==> src/rtl/serial_subtractor_dp.sv <==
// Digit-serial A - B - borrow_in, DIGIT bits per cycle, LSB digit first.
// Optional signed overflow output enabled by SERIAL_SUB_OVERFLOW_EN.
module serial_subtractor_dp #(
  parameter int WIDTH = 16,
  parameter int DIGIT = 4
) (
  input  logic             clk,
  input  logic             rst,
  input  logic             start,
  input  logic [WIDTH-1:0] a,
  input  logic [WIDTH-1:0] b,
  input  logic             borrow_in,
  output logic             busy,
  output logic             done,
  output logic [WIDTH-1:0] diff,
  output logic             borrow_out,
  output logic             zero
`ifdef SERIAL_SUB_OVERFLOW_EN
  ,
  output logic             ovf
`endif
);

  localparam int N  = WIDTH / DIGIT;
  localparam int IW = (N > 1) ? $clog2(N) : 1;
  localparam logic [IW-1:0] LAST = IW'(N - 1);

  if (DIGIT < 1 || DIGIT > WIDTH || (WIDTH % DIGIT) != 0) begin : g_bad_cfg
    $error("serial_subtractor_dp: WIDTH must be a multiple of DIGIT");
  end

  typedef enum logic [1:0] {
    S_IDLE,
    S_RUN,
    S_DONE
  } state_t;

  state_t state, state_nxt;

  logic [WIDTH-1:0] a_reg, b_reg;
  logic             br_reg;
  logic [IW-1:0]    idx;
  logic [DIGIT-1:0] a_dig, b_dig;
  logic [DIGIT:0]   sub;
  logic [WIDTH-1:0] diff_nxt;
  logic             last;

  always_ff @(posedge clk or posedge rst) begin
    if (rst) state <= S_IDLE;
    else     state <= state_nxt;
  end

  always_comb begin
    state_nxt = state;
    unique case (state)
      S_IDLE:  if (start) state_nxt = S_RUN;
      S_RUN:   if (last) state_nxt = S_DONE;
      S_DONE:  state_nxt = S_IDLE;
      default: state_nxt = S_IDLE;
    endcase
  end

  assign busy = (state == S_RUN);
  assign done = (state == S_DONE);
  assign last = (idx == LAST);

  // One digit of the borrow chain, widened by a bit to expose the borrow.
  always_comb begin
    a_dig    = a_reg[idx*DIGIT +: DIGIT];
    b_dig    = b_reg[idx*DIGIT +: DIGIT];
    sub      = {1'b0, a_dig} - {1'b0, b_dig} - {{DIGIT{1'b0}}, br_reg};
    diff_nxt = diff;
    diff_nxt[idx*DIGIT +: DIGIT] = sub[DIGIT-1:0];
  end

  always_ff @(posedge clk or posedge rst) begin
    if (rst) begin
      a_reg      <= '0;
      b_reg      <= '0;
      br_reg     <= 1'b0;
      idx        <= '0;
      diff       <= '0;
      borrow_out <= 1'b0;
      zero       <= 1'b0;
`ifdef SERIAL_SUB_OVERFLOW_EN
      ovf        <= 1'b0;
`endif
    end else begin
      unique case (state)
        S_IDLE: begin
          if (start) begin
            a_reg  <= a;
            b_reg  <= b;
            br_reg <= borrow_in;
            idx    <= '0;
          end
        end
        S_RUN: begin
          diff   <= diff_nxt;
          br_reg <= sub[DIGIT];
          if (last) begin
            borrow_out <= sub[DIGIT];
            zero       <= (diff_nxt == '0);
`ifdef SERIAL_SUB_OVERFLOW_EN
            ovf <= (a_reg[WIDTH-1] != b_reg[WIDTH-1]) &&
                   (diff_nxt[WIDTH-1] != a_reg[WIDTH-1]);
`endif
          end else begin
            idx <= idx + 1'b1;
          end
        end
        default: ;
      endcase
    end
  end

endmodule

==> config.mk <==
export PLATFORM = sky130hd
export DESIGN_NAME = serial_subtractor_dp
export DESIGN_NICKNAME = d
export VERILOG_FILES = /design/src/rtl/serial_subtractor_dp.sv
export SDC_FILE = /design/constraint.sdc
export NUM_CORES = 1
export LEC_CHECK = 0
export CAP_MARGIN = 5
export CORE_MARGIN = 4
export CORE_UTILIZATION = 45
export DETAILED_ROUTE_END_ITERATION = 10
export PLACE_DENSITY = 0.75
export SYNTH_ARGS = -nofsm -noshare
export SYNTH_HDL_FRONTEND = slang
export SYNTH_SLANG_ARGS = --single-unit
==> constraint.sdc <==
create_clock -name clk -period 2.7 [get_ports clk]
set_input_delay 0.81 -clock clk [delete_from_list [all_inputs] [get_ports clk]]
set_output_delay 0.81 -clock clk [all_outputs]
set_load 0.05 [all_outputs]
### Word level (Yosys, flattened, before mapping)

Index checks and enable logic that the tools add are counted.

| cells by class | value |
|---|---|
| add/sub/neg operators | 4 |
| eq/ne operators | 6 |
| shift operators | 4 |
| muxes and demuxes | 9 |
| reduce and logical (&&, ||, !) cells | 8 |

Operators with widths:

| operator | count |
|---|---|
| 4-bit negation with 34-bit output | 1 |
| 4-bit by 34-bit variable shift with 16-bit output (first input constant) | 1 |
| 4-bit by 34-bit indexed part select with 16-bit output | 1 |
| 16-bit by 5-bit indexed part select with 4-bit output | 2 |
| 16-bit bitwise mux | 1 |
| 16-bit zero test | 1 |
| 2-bit two-way mux | 4 |
| 2-bit one-hot mux with 2 select lines | 2 |
| 2-bit AND reduction | 4 |
| 4-bit by 4-bit subtractor with 5-bit output | 1 |
| 5-bit by 1-bit subtractor with 5-bit output | 1 |
| 2-bit equality test (second input constant) | 2 |
| 2-bit inequality test (second input constant) | 2 |
| 3-bit AND reduction | 1 |
| 2-bit by 1-bit adder with 2-bit output (second input constant) | 1 |
| 2-bit by 1-bit equality test with 1-bit output (second input constant) | 1 |
| 2-bit zero test | 1 |
| 2-bit by 1-bit inequality test with 1-bit output (second input constant) | 1 |
| 1-bit one-hot mux with 2 select lines | 1 |
| 2-bit nonzero test | 1 |
| 1-bit two-way mux | 1 |

| storage, ports and cells | value |
|---|---|
| register bits | 55 |
| input port bits | 36 |
| output and inout bits | 20 |
| logic and storage cells | 39 |

### Depth between registers and ports, before layout

| depth | value |
|---|---|
| depth after elaboration | 6 |
| depth in mapped cells | 10 |
| mapped depth without buffers | 9 |

### Worst setup path after synthesis

OpenSTA, ideal clock, no wires.

| path | value |
|---|---|
| path kind | register -> register |
| from | register idx[0] |
| to | register zero |
| setup time | 0.095 ns |
| arrival time | 2.732 ns |
| slack | -0.128 ns |
| cell stages (with the launch flop) | 9 |
| buffers on the path | 1 |
| path through | dfrtp_1 > buf_4 > mux4_2 > fa_1 > fa_1 > and4_1 > mux2i_1 > nand4_1 > o31ai_1 |

| on the way | value |
|---|---|
| cells in the longest elaborated chain, start to end | 6 |

Ends and longest elaborated chain:

| what | line | text |
|---|---|---|
| start: declaration | 42 | `logic [IW-1:0] idx;` |
| start signal: assignment | 109 | `idx <= idx + 1'b1;` |
| 16-bit by 5-bit indexed part select with 4-bit output, on equally long branches | 69, 70 |  |
| 4-bit by 4-bit subtractor with 5-bit output | 71 | `sub = {1'b0, a_dig} - {1'b0, b_dig} - {{DIGIT{1'b0}}, br_reg};` |
| 5-bit by 1-bit subtractor with 5-bit output | 71 |  |
| 4-bit by 34-bit indexed part select with 16-bit output | 73 | `diff_nxt[idx*DIGIT +: DIGIT] = sub[DIGIT-1:0];` |
| 16-bit bitwise mux | 73 |  |
| 16-bit zero test | 103 | `zero <= (diff_nxt == '0);` |
| end signal: assignment | 103 |  |
| end: declaration | 17 | `output logic zero` |

Several ways; a longest one is shown, not always the timed one.
A chain may end at the register's enable or synchronous reset.

### Final worst setup path

Ends and elaborated chain as after synthesis.

==> impl_metrics.env <==
export IMPL_netlist_area_sq_um=2660
export IMPL_area_growth_pct=29.7
export IMPL_period_share=0.945
export IMPL_met3_usage=0.0359
export IMPL_yosysSeqAreaShare=0.517
export IMPL_pwr_density_cell_nw_per_um2=1400
export IMPL_status="finished clean"
export IMPL_worst_setup_path_end_kind="flop"
export IMPL_dp_slack_ns=0.153
export IMPL_start_kind="flop"
export IMPL_ys_warn_count=0
export IMPL_hold_start="borrow_out"
export IMPL_cts_root_buf="clkbuf_8"
export IMPL_setup_slack_ns=0.148
export IMPL_timing_rr_end="zero"
export IMPL_crit_required_ns=2.92
export IMPL_dp_cells=333
export IMPL_cts_htree_levels=2
export IMPL_vdd_ir_drop_max_uv=609
export IMPL_dieArea_sq_um=7210
export IMPL_first_global_vias=1947
export IMPL_maxCapViolations=0
export IMPL_grt_overflow_total=0
export IMPL_diodes=0
export IMPL_finalSetupTns_ns=0
export IMPL_clkTransAtPathRegs_ns=0.09
export IMPL_worstReg2RegStart="idx[0]"
export IMPL_final_cells=340
export IMPL_top_usage_layer="met2"
export IMPL_io_buffers=55
export IMPL_synth_area_leader_cell="dfrtp_1"
export IMPL_cts_buffers=5
export IMPL_drtIter0Drc=97
export IMPL_reg2reg_depth=7
export IMPL_antenna_found_initial=0
export IMPL_yosysTopAreaCellShare=0.517
export IMPL_cts_tree="yes"
export IMPL_yosys_top_cells_area="dfrtp_1, mux2_2, mux4_2"
export IMPL_io_pin_count=56
export IMPL_relSlewSlack=0.659
export IMPL_grt_use_total=0.163
export IMPL_gp_congestion=0.853
export IMPL_hold_depth=2
export IMPL_setup_viol=0
export IMPL_vias=1820
export IMPL_skew_ns=0.00584
export IMPL_finalHoldViolCount=0
export IMPL_ant_nets=0
export IMPL_use_met2=0.256
export IMPL_worst_pin_slew_ns=0.509
export IMPL_firstDrtPassIters=4
export IMPL_syn_area_per_cell_sq_um=13.0
export IMPL_slew_violations=0
export IMPL_rsz0062_at_grt="no"
export IMPL_crit_arrival_ns=2.77
export IMPL_grt_max_degree=40
export IMPL_fmax_ghz=0.392
export IMPL_critical_path_class="reg -> reg"
export IMPL_netlist_instances=205
export IMPL_clock_sinks=55
export IMPL_grtUsageMet1=0.224
export IMPL_core_sq_um=5610
export IMPL_route_detailed_drc=0
export IMPL_cts_setup_buffers=0
export IMPL_path_max_fanout=4
export IMPL_syn_nets=253
export IMPL_grt_pass1_wl_mm=9.45
export IMPL_die_y_microns=84.9
export IMPL_clk_latency_ns=0.30
export IMPL_drive_gt1_frac=0.228
export IMPL_wire_per_inst_microns=16.1
export IMPL_period_needed_ns=2.55
export IMPL_layout_nets=316
export IMPL_r2r_slack_ns=0.15
export IMPL_start_util=0.475
export IMPL_die_w_microns=84.9
export IMPL_cts_buffer_depth=2
export IMPL_worstHoldPathType="reg -> reg"
export IMPL_wl_mm=5.47
export IMPL_hpwl_mm=4.34
export IMPL_postCtsHoldBufs=0
export IMPL_rows=27
export IMPL_p_leak_nw=1.48
export IMPL_min_to="borrow_out"
export IMPL_vias_per_cell=5.35
export IMPL_ys_seq_elements=55
export IMPL_ys_types=32
-- power by group --
group | internal [mW] | switching, mW | leakage, nW | total (mW)
clock | 0.179 | 0.242 | 0.0383 | 0.422
sequential | 1.20 | 0.256 | 0.683 | 1.45
combinational | 1.36 | 1.60 | 0.760 | 2.95
total | 2.73 | 2.09 | 1.48 | 4.83
-- layout by cell type, fill, tap and decap left out, drive strengths merged --
cell type / Yosys / layout
a22oi: 1 / 1
nand2b: 5 / 5
ha: 10 / 10
nor2: 9 / 9
xor2: 3 / 3
nor2b: 2 / 2
nor3: 2 / 2
o22a: 1 / 1
a32o: 6 / 6
nor4: 2 / 2
buf: 6 / 9
and2: 2 / 2
clkdlybuf4s50: 0 / 54
o21ai: 5 / 5
fa: 2 / 2
mux4: 8 / 8
clkbuf: 1 / 7
a31oi: 1 / 1
o31ai: 2 / 2
mux2i: 1 / 1
dfrtp: 55 / 55
a22o: 8 / 8
inv: 14 / 14
mux2: 33 / 33
nor3b: 2 / 2
and4: 2 / 2
nand2: 14 / 14
o22ai: 1 / 1
nand4: 2 / 2
a21oi: 5 / 5
-- synth_stat cells --
| cell type | instances |
|---|---|
| dfrtp_1 | 55 |
| mux2_2 | 33 |
| inv_1 | 14 |
| nand2_1 | 14 |
| ha_1 | 10 |
| nor2_1 | 9 |
| a22o_1 | 8 |
| mux4_2 | 8 |
| a32o_1 | 6 |
| buf_2 | 5 |
| nand2b_1 | 5 |
| o21ai_0 | 5 |
| a21oi_1 | 4 |
| xor2_1 | 3 |
| and2_1 | 2 |
| and4_1 | 2 |
| fa_1 | 2 |
| nand4_1 | 2 |
| nor2b_1 | 2 |
| nor3_1 | 2 |
| nor4_1 | 2 |
| o31ai_1 | 2 |
| a21oi_2 | 1 |
| a22oi_1 | 1 |
| a31oi_1 | 1 |
| buf_4 | 1 |
| clkbuf_1 | 1 |
| mux2i_1 | 1 |
| nor3b_1 | 1 |
| nor3b_2 | 1 |
| o22a_1 | 1 |
| o22ai_1 | 1 |
-- worst max-delay path, stage by stage, from the launching register on --
cell and delay (ns):
dfrtp_2 0.41, mux4_2 0.52, fa_2 0.38, fa_1 0.46
and4_1 0.19, mux2i_1 0.16, nand4_1 0.12, o31ai_2 0.22
-- what timing repair did --
item,in CTS,in global routing
endpoints found under the hold margin,0,0
setup endpoints to repair,0,1
resized for setup,0,1
-- cell type report --
type	count	area (sq um)
Timing Repair Buffer	63	646
Clock buffer	7	76.3
Sequential cell	55	1380
Inverter	14	52.6
Fill cell	467	2160
Multi-Input combinational cell	129	1210
Tap cell	72	90.1
-- worst max path at each step --
stage	cells after the start	end	slack (ns)	start
2_1_floorplan	8	zero	0.04	idx[0]
3_3_place_gp	8	br_reg	0.20	idx[0]
3_5_place_dp	7	zero	0.15	idx[0]
4_1_cts	7	zero	0.12	idx[0]
5_1_grt	7	zero	0.0008	idx[0]
6_report	7	zero	0.15	idx[0]
-- cell families after synthesis --
| group | after synthesis | synth area share |
|---|---|---|
| adder cells (fa/ha/maj) | 12 | 0.0621 |
| AO/OA/AOI/OAI | 30 | 0.0856 |
| AND/OR/NAND/NOR | 42 | 0.0809 |
| flip-flops | 55 | 0.517 |
| multiplexers | 42 | 0.211 |
| XOR/XNOR | 3 | 0.00987 |
| buffers and inverters | 21 | 0.0334 |
-- stage by stage --
| stage | cell area [sq um] | hold WS [ns] | total power, mW | utilization |
|---|---|---|---|---|
| global route | 3450 | 0.537 | 5.23 | 0.616 |
| floorplan | 2670 | 0.475 | 3.53 | - |
| detailed placement | 3370 | 0.485 | 4.45 | 0.601 |
| finish | 3450 | 0.504 | 4.83 | 0.616 |
| global placement | 3370 | 0.474 | 4.37 | 0.601 |
| CTS | 3450 | 0.507 | 4.87 | 0.615 |
-- layer usage --
layer | wire length [microns] | up-vias
met4 | 97 | 0
met1 | 2380 | 890
li1 | - | 867
met3 | 288 | 9
met2 | 2700 | 54
met5 | 0 | -
(Power assumes the default switching activity.)
